<file path="src/rtl/perf_pkg.sv">
// Shared constants for the performance counter unit: counter map, widths and FSM encoding.
package perf_pkg;

  localparam int NUM_CTR = 8;
  localparam int CTR_W   = 32;
  localparam int HALF_W  = 16;

  localparam int CTR_CYCLES  = 0;
  localparam int CTR_RETIRED = 1;
  localparam int CTR_IC_REQ  = 2;
  localparam int CTR_IC_HIT  = 3;
  localparam int CTR_DC_REQ  = 4;
  localparam int CTR_DC_HIT  = 5;
  localparam int CTR_STALL   = 6;
  localparam int CTR_MEM_OPS = 7;

  typedef enum logic [1:0] {
    ST_IDLE   = 2'd0,
    ST_RUN    = 2'd1,
    ST_HALTED = 2'd2
  } state_e;

endpackage

</file>
<file path="src/rtl/perf_sat_ctr.sv">
// Single saturating event counter with a sticky flag raised when an increment is lost at full scale.
module perf_sat_ctr
  import perf_pkg::*;
(
  input  logic             clk,
  input  logic             rst_n,
  input  logic             inc,
  input  logic             clr,
  input  logic             freeze,
  output logic [CTR_W-1:0] value,
  output logic             ovf
);

  logic [CTR_W-1:0] cnt_q, cnt_d;
  logic             ovf_q, ovf_d;

  always_comb begin
    cnt_d = cnt_q;
    ovf_d = ovf_q;
    if (clr) begin
      cnt_d = '0;
      ovf_d = 1'b0;
    end else if (inc && !freeze) begin
      // At full scale the increment is dropped and the loss is recorded instead.
      if (&cnt_q) ovf_d = 1'b1;
      else        cnt_d = cnt_q + {{(CTR_W-1){1'b0}}, 1'b1};
    end
  end

  always_ff @(posedge clk or negedge rst_n) begin
    if (!rst_n) begin
      cnt_q <= '0;
      ovf_q <= 1'b0;
    end else begin
      cnt_q <= cnt_d;
      ovf_q <= ovf_d;
    end
  end

  assign value = cnt_q;
  assign ovf   = ovf_q;

endmodule

</file>
<file path="src/rtl/perf_counter_unit.sv">
// Eight commit/cache/stall performance counters gated by a run/halt FSM, read out 16 bits at a time.
module perf_counter_unit
  import perf_pkg::*;
(
  input  logic         clk,
  input  logic         rst_n,
  input  logic         en,
  input  logic         clr,
  input  logic         reg_write,
  input  logic         mem_read,
  input  logic         mem_write,
  input  logic         halt,
  input  logic         err,
  input  logic         icache_req,
  input  logic         icache_hit,
  input  logic         dcache_req,
  input  logic         dcache_hit,
  input  logic         mem_stall,
  input  logic         rd_en,
  input  logic [3:0]   rd_sel,
  output logic [15:0]  rd_data,
  output logic         rd_valid,
  output logic [7:0]   ovf,
  output logic         halted,
  output logic         err_seen,
  output logic [1:0]   state
);

  state_e              state_q;
  logic                halted_q, err_seen_q;
  logic                count_en;
  logic [NUM_CTR-1:0]  ev;
  logic [CTR_W-1:0]    ctr_val [NUM_CTR];
  logic [HALF_W-1:0]   hold_q, rd_data_q;
  logic                rd_valid_q;
  logic [2:0]          rd_idx;

  assign count_en = (state_q == ST_RUN) && en;

  always_comb begin
    ev              = '0;
    ev[CTR_CYCLES]  = 1'b1;
    ev[CTR_RETIRED] = halt | reg_write | mem_write;
    ev[CTR_IC_REQ]  = icache_req;
    ev[CTR_IC_HIT]  = icache_hit;
    ev[CTR_DC_REQ]  = dcache_req;
    ev[CTR_DC_HIT]  = dcache_hit;
    ev[CTR_STALL]   = mem_stall;
    ev[CTR_MEM_OPS] = mem_read | mem_write;
  end

  for (genvar i = 0; i < NUM_CTR; i++) begin : g_ctr
    perf_sat_ctr u_ctr (
      .clk    (clk),
      .rst_n  (rst_n),
      .inc    (ev[i]),
      .clr    (clr),
      .freeze (!count_en),
      .value  (ctr_val[i]),
      .ovf    (ovf[i])
    );
  end

  // The halt/err cycle itself still counts; the HALTED state freezes counters from the next edge.
  always_ff @(posedge clk or negedge rst_n) begin
    if (!rst_n) begin
      state_q    <= ST_IDLE;
      halted_q   <= 1'b0;
      err_seen_q <= 1'b0;
    end else if (clr) begin
      state_q    <= ST_IDLE;
      halted_q   <= 1'b0;
      err_seen_q <= 1'b0;
    end else begin
      case (state_q)
        ST_IDLE: if (en) state_q <= ST_RUN;
        ST_RUN: begin
          if (en && (halt || err)) begin
            state_q  <= ST_HALTED;
            halted_q <= 1'b1;
          end
        end
        default: ;
      endcase
      if (count_en && err) err_seen_q <= 1'b1;
    end
  end

  assign rd_idx = rd_sel[3:1];

  // A low-half read snapshots the upper half so the following high-half read is coherent.
  always_ff @(posedge clk or negedge rst_n) begin
    if (!rst_n) begin
      rd_data_q  <= '0;
      rd_valid_q <= 1'b0;
      hold_q     <= '0;
    end else begin
      rd_valid_q <= rd_en;
      if (rd_en) rd_data_q <= rd_sel[0] ? hold_q : ctr_val[rd_idx][HALF_W-1:0];
      if (clr)                       hold_q <= '0;
      else if (rd_en && !rd_sel[0])  hold_q <= ctr_val[rd_idx][CTR_W-1:HALF_W];
    end
  end

  assign rd_data  = rd_data_q;
  assign rd_valid = rd_valid_q;
  assign halted   = halted_q;
  assign err_seen = err_seen_q;
  assign state    = state_q;

endmodule

</file>
<file path="config.mk">
export PLATFORM = sky130hd
export DESIGN_NAME = perf_counter_unit
export DESIGN_NICKNAME = d
export VERILOG_FILES = /design/src/rtl/perf_pkg.sv /design/src/rtl/perf_sat_ctr.sv /design/src/rtl/perf_counter_unit.sv
export SDC_FILE = /design/constraint.sdc
export NUM_CORES = 1
export LEC_CHECK = 0
export BUFFER_PORTS_ARGS = -buffer_cell sky130_fd_sc_hd__buf_4
export CAP_MARGIN = 15
export CORE_MARGIN = 1.5
export CORE_UTILIZATION = 66
export CTS_CLUSTER_DIAMETER = 120
export DETAILED_ROUTE_END_ITERATION = 8
export GPL_TIMING_DRIVEN = 0
export PLACE_DENSITY = 0.84
export SETUP_SLACK_MARGIN = 0.02
export SLEW_MARGIN = 30
export SYNTH_ARGS = -nofsm -noshare
export SYNTH_HDL_FRONTEND = slang
export SYNTH_HIERARCHICAL = 1
export SYNTH_SLANG_ARGS = --single-unit
export TNS_END_PERCENT = 30
</file>
<file path="constraint.sdc">
create_clock -name clk -period 3.3 [get_ports clk]
set_clock_uncertainty 0.15 [all_clocks]
set_input_delay 0.165 -clock clk [delete_from_list [all_inputs] [get_ports clk]]
set_output_delay 0.165 -clock clk [all_outputs]
set_load 0.05 [all_outputs]
</file>
==> results.md, run 1 <==
Run status:
- The flow ran to the end, and the final reports show no timing, DRC or antenna violations.

Global route:
- In the global route stage, overall resource usage came out at 0.386.
- The largest net degree at the start of global routing is 85.
- The first-pass GRT wire length is 86600 um.
- Global routing finished with a remaining overflow of 0.
- The number of global-route vias before repair came to 16000.
- The initial antenna violation count is 0.

CTS:
- After clock tree synthesis, the setup repair step added 0 buffers.
- CTS built an H-tree with a depth of 2.
- The clock buffer count from CTS is 36.
- The number of hold buffers added after CTS was 13.
- The clock tree from TritonCTS is done.
- The root buffer cell chosen for the clock tree is sky130_fd_sc_hd__clkbuf_16.
- The clock slew seen by the registers of the worst setup and hold paths is 0.06 ns.
- The clock passes through at most 3 buffers.
- Clock latency on the worst-skew pair, taken at its later pin, is 0.52 ns.
- Counting every sink on the clock net gives 301.
- The post-cts sizing count is 0.

Pwr:
- The power dissipated by switching net loads is 0.00209 W.
- IR analysis of the VDD net gives a maximum drop of 0.426 mV.
- The analysis attributes to cell leakage a power of 7.78 nW.
- The share of total power dissipated in combinational logic is 0.084.
- The power consumption is 0.00841 W.
- For this design the ratio of total power to cell area is 414 nW/um2.
- The internal portion of the total power is 0.00631 W.
- The share of power burned in registers is 0.448.
- Of the total power, the share spent switching nets is 0.249.
- The part of the power in the clock network is 0.468.

Logic synthesis:
- A synthesized cell averages 9.40 um2.
- The mapped netlist covers 18100 um2.
- The number of synthesized register bits is 301.
- During synthesis, Yosys emitted a total of 6 warnings.
- The instance count of the mapped netlist is 1930.
- The distinct cell type count of the synthesized netlist is 45.
- The share of the Yosys chip area taken by registers is 0.415.

Floorplanning:
- The total area inside the core boundary comes to 27000 um2.
- The die area is 28500 um2.
- The number of top-level pins is 48.
- The floorplan has 60 rows.
- The die outline width is 169 um.
- From bottom edge to top edge, the die measures 169 um.
- The initial utilization of the core area, before any placement, comes to 0.673.

Min path:
- The type of the tightest min-delay check is input port to flip-flop.

STA:
- The period utilization is 0.861.
- The achievable clock frequency is 352 MHz.
- Setup repair after global routing left no endpoint under its margin.
- The routed design could run at a clock period as short as 2.84 ns.
- The count of endpoints failing setup in the final report is 0.
- At the pin with the least slew margin, the transition time is 1.01 ns.
- The final number of max-transition violations was 0.
- The worst pin sits at a relative slew slack of 0.329.
- The final hold violation count came to 0.

Critical path:
- The critical path is of the flip-flop to flip-flop type.
- The arrival time at the worst endpoint is 3.07 ns.
- The top fanout value on the critical path is 16.
- The data required time at the worst endpoint is 3.53 ns.
- The capturing element type of the critical path is a flip-flop.
- STA classifies the critical path startpoint as a flip-flop.

Detailed routing:
- The total wirelength of the detailed-routed design is 55200 um.
- The detail route stage leaves a number of antenna-violating nets equal to 0.
- The remaining design rule violation count is 0.
- The pre-antenna-repair detailed-routing pass consisted of 7 iterations.
- In this run, the number of DRC markers left after iteration 0 of detailed routing was 2271.
- The total via count in the routed design is 17100.
- The detailed-route wire length per cell is 23.1 um.
- In the routed layout, each cell is associated on average with a via count of 7.12.

Cells and area:
- The synthesis-to-finish area growth is 11.9%.
- In the layout the commonest cells are sky130_fd_sc_hd__dfrtp_1, sky130_fd_sc_hd__a21oi_1, sky130_fd_sc_hd__nor2_1.
- The core occupancy in the finished layout is 0.753.
- Leaving out fill and tap cells, the most frequent cell in the layout is sky130_fd_sc_hd__dfrtp_1.
- The net count of the finished layout is 2057.
- The number of antenna diodes in the final layout is 0.
- The ratio of cells with drive above 1 in the final layout is 0.110.

Placed design:
- The number of buffers inserted by port buffering is 45.
- The detailed-placement wirelength estimate is 38900 um.
- The final weighted congestion in routability-driven placement is 0.978.

Flow run:
- The tool flagged a number of max-cap violations equal to 0.
==> state kept, by name, indices dropped and copies added (netlist names) <==
name               cells
hold_q                16
err_seen               1
g_ctr.u_ctr/value    256
rd_valid               1
state                  2
rd_data               16
halted                 1
g_ctr.u_ctr/ovf        8
==> cell usage after synthesis <==
library cell	count	area, um2
sky130_fd_sc_hd__buf_6	27	304
sky130_fd_sc_hd__nor2_1	130	488
sky130_fd_sc_hd__mux2i_1	104	1040
sky130_fd_sc_hd__and3_1	40	250
sky130_fd_sc_hd__a41oi_1	8	70.1
sky130_fd_sc_hd__nand4_1	96	601
sky130_fd_sc_hd__xor2_1	8	70.1
sky130_fd_sc_hd__or2_0	16	100
sky130_fd_sc_hd__nand3_1	72	360
sky130_fd_sc_hd__or2_1	8	50.1
sky130_fd_sc_hd__a22oi_1	48	360
sky130_fd_sc_hd__o211a_1	1	10.0
sky130_fd_sc_hd__nor3_1	16	80.1
sky130_fd_sc_hd__nand2_1	112	420
sky130_fd_sc_hd__buf_12	1	20.0
sky130_fd_sc_hd__or4_1	64	480
sky130_fd_sc_hd__a32o_1	16	160
sky130_fd_sc_hd__and2_1	26	163
sky130_fd_sc_hd__buf_1	9	33.8
sky130_fd_sc_hd__and4_4	8	90.1
sky130_fd_sc_hd__a31o_4	8	140
sky130_fd_sc_hd__nand2b_1	8	50.1
sky130_fd_sc_hd__nor4_1	40	250
sky130_fd_sc_hd__a31o_1	16	140
sky130_fd_sc_hd__clkbuf_2	1	5.00
sky130_fd_sc_hd__ha_1	8	100
sky130_fd_sc_hd__buf_4	4	30.0
sky130_fd_sc_hd__nor4_2	8	100
sky130_fd_sc_hd__buf_2	39	195
sky130_fd_sc_hd__dfrtp_1	301	7530
sky130_fd_sc_hd__o31ai_1	64	480
sky130_fd_sc_hd__or3_1	97	607
sky130_fd_sc_hd__xnor2_1	88	771
sky130_fd_sc_hd__inv_1	12	45.0
sky130_fd_sc_hd__o21ai_0	89	445
sky130_fd_sc_hd__conb_1	1	3.75
sky130_fd_sc_hd__or2_2	9	56.3
sky130_fd_sc_hd__nor2_2	1	6.26
sky130_fd_sc_hd__clkbuf_1	62	233
sky130_fd_sc_hd__and3b_1	1	8.76
sky130_fd_sc_hd__and4_1	24	210
sky130_fd_sc_hd__nor2b_1	12	75.1
sky130_fd_sc_hd__a21oi_1	179	896
sky130_fd_sc_hd__a211oi_1	32	240
sky130_fd_sc_hd__mux4_2	16	360
==> final timing paths <==
path | from | end | slack [ns] | depth (start not counted)
worst max-delay path | state[1] | g_ctr[0].u_ctr/value[26] | 0.46 | 8
worst min-delay path | rd_sel[0] | rd_data[2] | 0.005 | 4
worst max register to register | state[1] | g_ctr[0].u_ctr/value[26] | 0.46 | 8
worst min register to register | hold_q[5] | hold_q[5] | 0.34 | 1
max in group asynchronous | rst_n | g_ctr[3].u_ctr/ovf | 1.39 | 5
min in group asynchronous | rst_n | g_ctr[7].u_ctr/value[2] | 0.02 | 2
==> power by group through the flow <==
stage,sequential (W),combinational [W],clock [W]
6_report,0.00377,0.000706,0.00393
5_1_grt,0.00377,0.000744,0.00410
4_1_cts,0.00377,0.000693,0.00395
3_5_place_dp,0.00383,0.000675,0
3_3_place_gp,0.00383,0.000650,0
2_1_floorplan,0.00390,0.000307,0
==> per-stage QoR <==
step | area (um2) | cells | hold WS [ns] | TNS (ns) | setup WS [ns]
after global routing | 20300 | 2396 | 0.0237 | 0 | 0.259
after CTS | 20300 | 2396 | 0.000675 | 0 | 0.546
after global placement | 18900 | 2317 | 0.134 | -232.89 | -0.810
after floorplan | 18100 | 1931 | -0.281 | 0 | 0.968
final | 20300 | 2396 | 0.00522 | 0 | 0.458
after detailed placement | 19000 | 2320 | -0.0103 | 0 | 0.605
==> layer usage <==
metal,GRT usage,wire (um),part of all wire
met5,0,0,0
met2,0.619,25800,0.47
met3,0.0655,4780,0.086
met4,0.165,2380,0.043
met1,0.521,22200,0.40
==> area by class of cell <==
cell class | count | area (um2)
well taps | 341 | 427
clock buffers | 54 | 1100
plain buffers | 143 | 821
multi-input cells | 1475 | 9740
inverters | 12 | 45.0
fillers | 1933 | 6660
repair buffers | 61 | 558
clock inverters | 9 | 70.1
flip-flops and latches | 301 | 7530
==> critical path, stage by stage (launching register included) <==
cell,delay (ns)
sky130_fd_sc_hd__dfrtp_1,0.40
sky130_fd_sc_hd__and3b_1,0.26
sky130_fd_sc_hd__inv_1,0.45
sky130_fd_sc_hd__nor2b_1,0.31
sky130_fd_sc_hd__nand4_1,0.17
sky130_fd_sc_hd__clkbuf_1,0.26
sky130_fd_sc_hd__nor4_1,0.45
sky130_fd_sc_hd__xnor2_1,0.19
sky130_fd_sc_hd__nor2_1,0.06
==> logic make-up (layout without fill, tap and decap cells) <==
logic type	Yosys count	after routing	synth area share
buffers and inverters	155	279	0.0477
AO/OA/AOI/OAI	461	461	0.162
XOR/XNOR	96	96	0.0464
multiplexers	120	120	0.0773
adder cells (fa/ha/maj)	8	8	0.00552
AND/OR/NAND/NOR	788	788	0.245
other	1	2	0.000207
flip-flops	301	301	0.415
No activity file was read; power rests on OpenSTA's default activity.
==> run 2, diff against run 1 <==
CORE_UTILIZATION = 60   (was 66)
PLACE_DENSITY = 0.77   (was 0.84)
==> run 2 against run 1 <==
Critical path depth unchanged. Sequential power hardly changed. Non-clock buffer count rose by 1. Clock power increased by 1%. Hold slack gained 0.015 ns. Count of clock-buffer cells in the layout decreased by 2. Sequential cell count is the same. Power up 0.51%. Largest cell class unchanged. Largest power group unchanged.
==> results.md, run 2 (synthesis results as in run 1) <==
Pwr:
- The static leakage came to 7.76 nW (-0.17%).
- The power consumption came to 0.00845 W (+0.51%).
- The power density of the placed cells is 415 nW/um2 (+0.19%).
- The peak supply drop is 0.359 mV (-16%).

Floorplanning:
- The die outline width is 177 um (+4.8%).
- The core box area came to 29700 um2 (+10%).
- The die area came to 31300 um2 (+9.8%).
- The number of top-level pins is 48 (unchanged).
- The initial cell density of the core is 0.610 (-0.0626).
- The die height came to 177 um (+4.8%).
- The count of standard-cell rows is 63 (+5.0%).

Global route:
- The largest net degree at the start of global routing is 84 (-1.2%).
- The global-route total usage across every layer is 0.349 (-0.0363).
- The initial antenna violation count is 0 (unchanged).
- The first-pass GRT wire length is 85900 um (-0.81%).
- The number of global-route vias before repair is 15700 (-1.6%).
- The aggregate global routing overflow was 0 (unchanged).

Critical path:
- The top fanout value on the critical path is 16 (unchanged).
- The slowest stage of the critical path is the sky130_fd_sc_hd__inv_1 cell.
- The endpoint identified for the worst register-to-register timing path is g_ctr[0].u_ctr/value[30].
- The number of cells on the worst reg-to-reg path is 8 (unchanged).
- The worst stage delay on the critical path is 0.45 ns (about the same).
- The arrival time at the worst endpoint is 3.04 ns (-0.03 ns).
- The critical path goes through and3b_1, inv_1, nor2b_1, nand4_1, clkbuf_1, nor4_1, xnor2_1, nor2_1.
- In this run the worst setup path begins at state[1].
- The internal reg-to-reg setup slack is 0.47 ns (+0.02 ns).
- The data required time at the worst endpoint is 3.52 ns (about the same).
- The worst setup path is launched from a flip-flop.
- The beginning of the worst register-to-register path is state[1].
- The worst setup path endpoint is g_ctr[0].u_ctr/value[30].
- The critical path class is flip-flop to flip-flop.
- The capturing element type of the critical path is a flip-flop.

STA:
- Setup repair after global routing left no endpoint under its margin.
- The achievable clock frequency is 354 MHz (+0.59%).
- The period utilization came to 0.856 (-0.00502).
- The count of endpoints failing setup in the final report came to 0 (unchanged).
- The actual slew at the worst max-slew pin is 1.02 ns (+0.00962 ns).
- The final hold violation count was 0 (unchanged).
- The worst slew slack as a fraction of its limit is 0.322 (-0.00642).
- The clock period minus final worst setup slack is 2.83 ns (-0.0166 ns).
- The final number of max-transition violations was 0 (unchanged).

Detailed routing:
- The total wirelength of the detailed-routed design was 54300 um (-1.7%).
- The remaining design rule violation count came to 0 (unchanged).
- The first-iteration detailed-routing DRC count was 1777 (-22%).
- The per-cell via count in the routed design is 6.84 (-3.9%).
- The detailed-route wire length per cell came to 22.2 um (-3.6%).
- The iteration count of the initial detailed-routing pass was 6 (-1).
- The total via count in the routed design came to 16700 (-2.1%).
- The number of antenna-violating nets in the routed design is 0 (unchanged).

CTS:
- The number of H-tree branching levels came to 2 (unchanged).
- The clock root buffer is sky130_fd_sc_hd__clkbuf_16.
- TritonCTS built the clock tree.
- The clock slew seen by the registers of the worst setup and hold paths is 0.06 ns (about the same).
- The number of buffers on the longest clock path is 3 (unchanged).
- The post-cts sizing count is 0 (unchanged).
- The total number of clock tree sinks came to 301 (unchanged).
- The clock latency on the worst-skew pair is 0.52 ns (about the same).
- The clock buffer count from CTS is 36 (unchanged).

Cells and area:
- The core occupancy in the finished layout is 0.685 (-0.0679).
- The antenna diode count is 0 (unchanged).
- The number of flip-flops in the largest register is 256 (unchanged).
- The ratio of cells with drive above 1 in the final layout was 0.108 (-0.00276).
- The synthesis-to-finish area growth is 12.3%.
- The most common cell after layout, fill and taps aside is sky130_fd_sc_hd__dfrtp_1.
- The post-layout instance count excluding filler cells came to 2442 (+1.9%).
- The top cell types in the final layout, fill and taps aside, are sky130_fd_sc_hd__dfrtp_1, sky130_fd_sc_hd__a21oi_1, sky130_fd_sc_hd__nor2_1.
- The net count reported at finish is 2058 (+0.049%).

Placed design:
- The number of buffers inserted by port buffering is 45 (unchanged).
- The final weighted congestion in routability-driven placement came to 0.945 (-3.4%).
- The detailed-placement wirelength estimate is 38900 um (about the same).
- The cell total after placement is 2369 (+2.1%).

Flow run:
- The number of violations of the max-capacitance limit is 0 (unchanged).

Min path:
- The min-delay analysis places its worst path in the category input port to flip-flop.

Run status:
- The flow ran to the end, and the final reports show no timing, DRC or antenna violations.
-- run 2: what timing repair did --
item	in CTS	in global routing
setup buffers	0	0
endpoints found under the hold margin	86	0
hold buffers	14	0
-- run 2: worst min-delay path by stage --
stage	start	endpoint	slack, ns	cells after the start
2_1_floorplan	rst_n	err_seen	-0.28	0
3_3_place_gp	rd_en	rd_valid	0.13	1
3_5_place_dp	rst_n	g_ctr[7].u_ctr/value[4]	0.05	1
4_1_cts	rd_sel[0]	rd_data[3]	0.01	4
5_1_grt	rd_sel[0]	rd_data[2]	0.02	4
6_report	rd_sel[0]	rd_data[3]	0.02	4
-- run 2: cell type report --
cell class	count	area, um2
Multi-Input combinational cell	1475	9740
Fill cell	2302	9360
Sequential cell	301	7530
Clock buffer	52	1050
Buffer	143	821
Timing Repair Buffer	62	568
Tap cell	390	488
Clock inverter	7	113
Inverter	12	45.0
-- run 2: through the flow --
stage               worst slack (ns)  area [um2]  hold slack [ns]  TNS [ns]
finish                         0.475       20400           0.0197         0
global route                   0.296       20400           0.0172         0
CTS                            0.515       20400           0.0119         0
detailed placement             0.538       19100           0.0499         0
global placement              -0.818       19000            0.132   -234.23
floorplan                      0.968       18100           -0.281         0
-- run 2: power breakdown --
group / total [W] / leakage [nW] / switching [W] / internal (W)
logic: 0.000696 / 3.03 / 0.000482 / 0.000214
registers: 0.00377 / 4.17 / 0.0000438 / 0.00373
clock network: 0.00398 / 0.570 / 0.00155 / 0.00243
-- run 2: critical path: cells and delay by family, from the launching register on --
family | cells | cell delay, ns
and+or+nand+nor | 5 | 1.21
buffers and inverters | 2 | 0.74
DFF | 1 | 0.40
xor gates and xnor gates | 1 | 0.17
-- run 2: routing by layer --
metal / wire length (um) / global-route usage / vias up / part of all wire
met4: 2250 / 0.145 / 0 / 0.042
li1: - / - / 7515 / -
met3: 4370 / 0.0423 / 125 / 0.081
met5: 0 / 0 / - / 0
met1: 22400 / 0.487 / 8253 / 0.41
met2: 25200 / 0.555 / 806 / 0.46
==> run 3, diff against run 2 <==
CORE_ASPECT_RATIO = 1.75   (was not set)
CORE_UTILIZATION = 40   (was 60)
PLACE_DENSITY = not set   (was 0.77)
==> run 3 against run 2 <==
Non-clock buffer count up 2. Count of clock-buffer cells in the layout down 1. Clock power up 2%. Sequential power about the same. Core utilization down 23 points. Via count down 0.30%. Critical path depth down 1. First-iteration DRC count down 25%. Worst setup slack better by 0.15 ns. Critical path type unchanged. Largest cell class unchanged. Largest power group unchanged.
==> results.md, run 3 (synthesis results as in run 1) <==
Global route:
- The met2 usage in global routing came to 0.510 (-0.0450).
- The global-route total usage across every layer came to 0.290 (-0.0596).
- The largest net degree at the start of global routing is 81 (-3.6%).
- The met1 track demand over resource was 0.293 (-0.193).
- The initial antenna violation count is 1 (+1).
- The met3 layer usage reported by global route is 0.0299 (-0.0124).
- The most used routing layer in global routing is met2.
- The first-pass GRT wire length came to 101000 um (+18%).
- The number of global-route vias before repair is 16700 (+6.2%).
- The aggregate global routing overflow is 0 (unchanged).

Cells and area:
- Leaving out fill and tap cells, the most frequent cells in the layout are sky130_fd_sc_hd__dfrtp_1, sky130_fd_sc_hd__a21oi_1, sky130_fd_sc_hd__nor2_1.
- Leaving out fill and tap cells, the most frequent cell in the layout is sky130_fd_sc_hd__dfrtp_1.
- The number of fillers in the final layout is 4259 (+85%).
- The number of flip-flops in the largest register was 256 (unchanged).
- The sequential standard cell area is 7530 um2 (unchanged).
- The post-layout instance count excluding filler cells is 2632 (+7.8%).
- The multi-input combinational cell area came to 9740 um2 (unchanged).
- The antenna diode count came to 0 (unchanged).
- The ratio of cells with drive above 1 in the final layout came to 0.111 (+0.00374).
- The area of all placed cells without fillers is 20600 um2 (+1.3%).
- The synthesis-to-finish area growth is 13.7%.
- The core occupancy in the finished layout was 0.458 (-0.227).
- The net count reported at finish is 2058 (unchanged).

Floorplanning:
- The die area is 46700 um2 (+49%).
- The die height is 285 um (+61%).
- The count of standard-cell rows is 103 (+63%).
- The core box area came to 45000 um2 (+51%).
- The initial cell density of the core came to 0.403 (-0.207).
- The die outline width is 164 um (-7.3%).
- The number of top-level pins came to 48 (unchanged).

Pwr:
- The static leakage was 7.79 nW (+0.36%).
- The power density of the placed cells is 412 nW/um2 (-0.70%).
- The peak supply drop is 0.449 mV (+25%).

Placed design:
- The cell total after placement came to 2556 (+7.9%).
- The detailed-placement wirelength estimate was 50800 um (+31%).
- The final weighted congestion in routability-driven placement is 0.989 (+4.7%).
- The worst setup slack after placement is 0.686 ns (+0.148 ns).
- The post-detailed-placement cell area is 19300 um2 (+1.2%).
- The number of buffers inserted by port buffering was 45 (unchanged).

STA:
- The final sum of negative setup slack is 0 ns (unchanged).
- Setup repair after global routing left no endpoint under its margin.
- The clock period minus final worst setup slack came to 2.67 ns (-0.151 ns).
- The final hold violation count is 0 (unchanged).
- The final number of max-transition violations is 0 (unchanged).
- The count of endpoints failing setup in the final report came to 0 (unchanged).
- The actual slew at the worst max-slew pin is 0.751 ns (-0.264 ns).
- The final worst setup slack is 0.626 ns (+0.151 ns).
- The worst slew slack as a fraction of its limit is 0.495 (+0.173).
- The period utilization is 0.810 (-0.0458).
- The achievable clock frequency is 374 MHz (+5.7%).

CTS:
- The clock latency on the worst-skew pair came to 0.54 ns (+0.02 ns).
- The post-cts sizing count came to 0 (unchanged).
- The clock buffer count from CTS came to 34 (-5.6%).
- The post-CTS setup repair buffer count is 0 (unchanged).
- The clock root buffer is sky130_fd_sc_hd__clkbuf_16.
- The number of buffers on the longest clock path is 3 (unchanged).
- The clock slew seen by the registers of the worst setup and hold paths is 0.06 ns (about the same).
- The post-cts hold buffer count is 16 (+2).
- The number of H-tree branching levels was 2 (unchanged).
- The clock tree from TritonCTS is done.
- The total number of clock tree sinks is 301 (unchanged).

Detailed routing:
- The iteration count of the initial detailed-routing pass was 5 (-1).
- The detailed-route wire length per cell came to 25.5 um (+15%).
- The first-iteration detailed-routing DRC count is 1329 (-25%).
- The remaining design rule violation count is 0 (unchanged).
- The total wirelength of the detailed-routed design is 67200 um (+24%).
- The number of antenna-violating nets in the routed design is 0 (unchanged).
- The total via count in the routed design came to 16600 (-0.30%).
- The per-cell via count in the routed design is 6.33 (-7.5%).

Critical path:
- The arrival time at the worst endpoint is 2.92 ns (-0.12 ns).
- The data required time at the worst endpoint is 3.55 ns (+0.03 ns).
- The setup path with the least slack is of type flip-flop to flip-flop.
- The worst stage delay on the critical path was 0.58 ns (+0.13 ns).
- Walking the worst path, the cells encountered are nand4_1, nor3_1, a31o_4, buf_2, buf_2, mux2i_1, nor2_1.
- The startpoint identified for the worst register-to-register timing path is g_ctr[7].u_ctr/value[24].
- The critical register-to-register path endpoint is g_ctr[7].u_ctr/value[1].
- The internal reg-to-reg setup slack is 0.63 ns (+0.15 ns).
- The critical path starts at g_ctr[7].u_ctr/value[24].
- The kind of start point of the critical path is a flip-flop.
- The most prevalent standard cell on the critical path is sky130_fd_sc_hd__buf_2.
- The number of cells on the worst reg-to-reg path came to 7 (-1).
- The cell at the slowest stage of the critical path is sky130_fd_sc_hd__dfrtp_1.
- STA classifies the critical path endpoint as a flip-flop.
- The top fanout value on the critical path is 10 (-6).

Run status:
- The flow ran to the end, and the final reports show no timing, DRC or antenna violations.

Min path:
- The path class of the tightest hold or removal check is input port to async pin.

Flow run:
- The number of violations of the max-capacitance limit was 0 (unchanged).
## run 3: cell types whose count changed in the layout (fill, tap and decap cells not counted)
cell	change
sky130_fd_sc_hd__bufinv_16	-2
sky130_fd_sc_hd__clkbuf_8	+5
sky130_fd_sc_hd__inv_2	+1
sky130_fd_sc_hd__clkinvlp_4	-1
sky130_fd_sc_hd__inv_1	-1
sky130_fd_sc_hd__dlygate4sd3_1	+2
sky130_fd_sc_hd__clkinv_2	+5
sky130_fd_sc_hd__clkbuf_1	-6
## run 3: area by class of cell
class,count,share of cell area
Timing Repair Buffer,64,0.0285
Multi-Input combinational cell,1475,0.472
Clock buffer,51,0.0533
Tap cell,577,0.0350
Sequential cell,301,0.365
Buffer,143,0.0398
Inverter,12,0.00218
Clock inverter,9,0.00340
## run 3: critical path, delay by kind of cell (launching register included)
kind,cells,cell delay (ns)
AND/OR/NAND/NOR,3,0.87
flip-flops,1,0.58
buffers and inverters,2,0.46
AO/OA/AOI/OAI,1,0.27
multiplexers,1,0.22
## run 3: worst max path at each step
stage                          endpoint  cells past startpoint
5_1_grt        g_ctr[6].u_ctr/value[27]                      5
3_5_place_dp    g_ctr[7].u_ctr/value[1]                      7
2_1_floorplan   g_ctr[0].u_ctr/value[9]                      7
6_report        g_ctr[7].u_ctr/value[1]                      7
3_3_place_gp   g_ctr[1].u_ctr/value[22]                      1
4_1_cts         g_ctr[7].u_ctr/value[1]                      7
## run 3: power breakdown
part | switching (W) | internal (W)
registers | 0.0000497 | 0.00373
clock network | 0.00166 | 0.00238
logic | 0.000465 | 0.000216
## run 3: per-stage QoR
stage	hold slack [ns]	power, W
final	0.0423	0.00850
after global routing	0.104	0.00875
after CTS	0.0577	0.00855
after detailed placement	0.0360	0.00451
after global placement	0.158	0.00448
after floorplan	-0.281	0.00421
## run 3: metal layers
metal / wire, um / vias to the layer above
met5: 11 / -
li1: - / 7508
met1: 22600 / 8238
met4: 7410 / 2
met2: 34100 / 656
met3: 3070 / 245
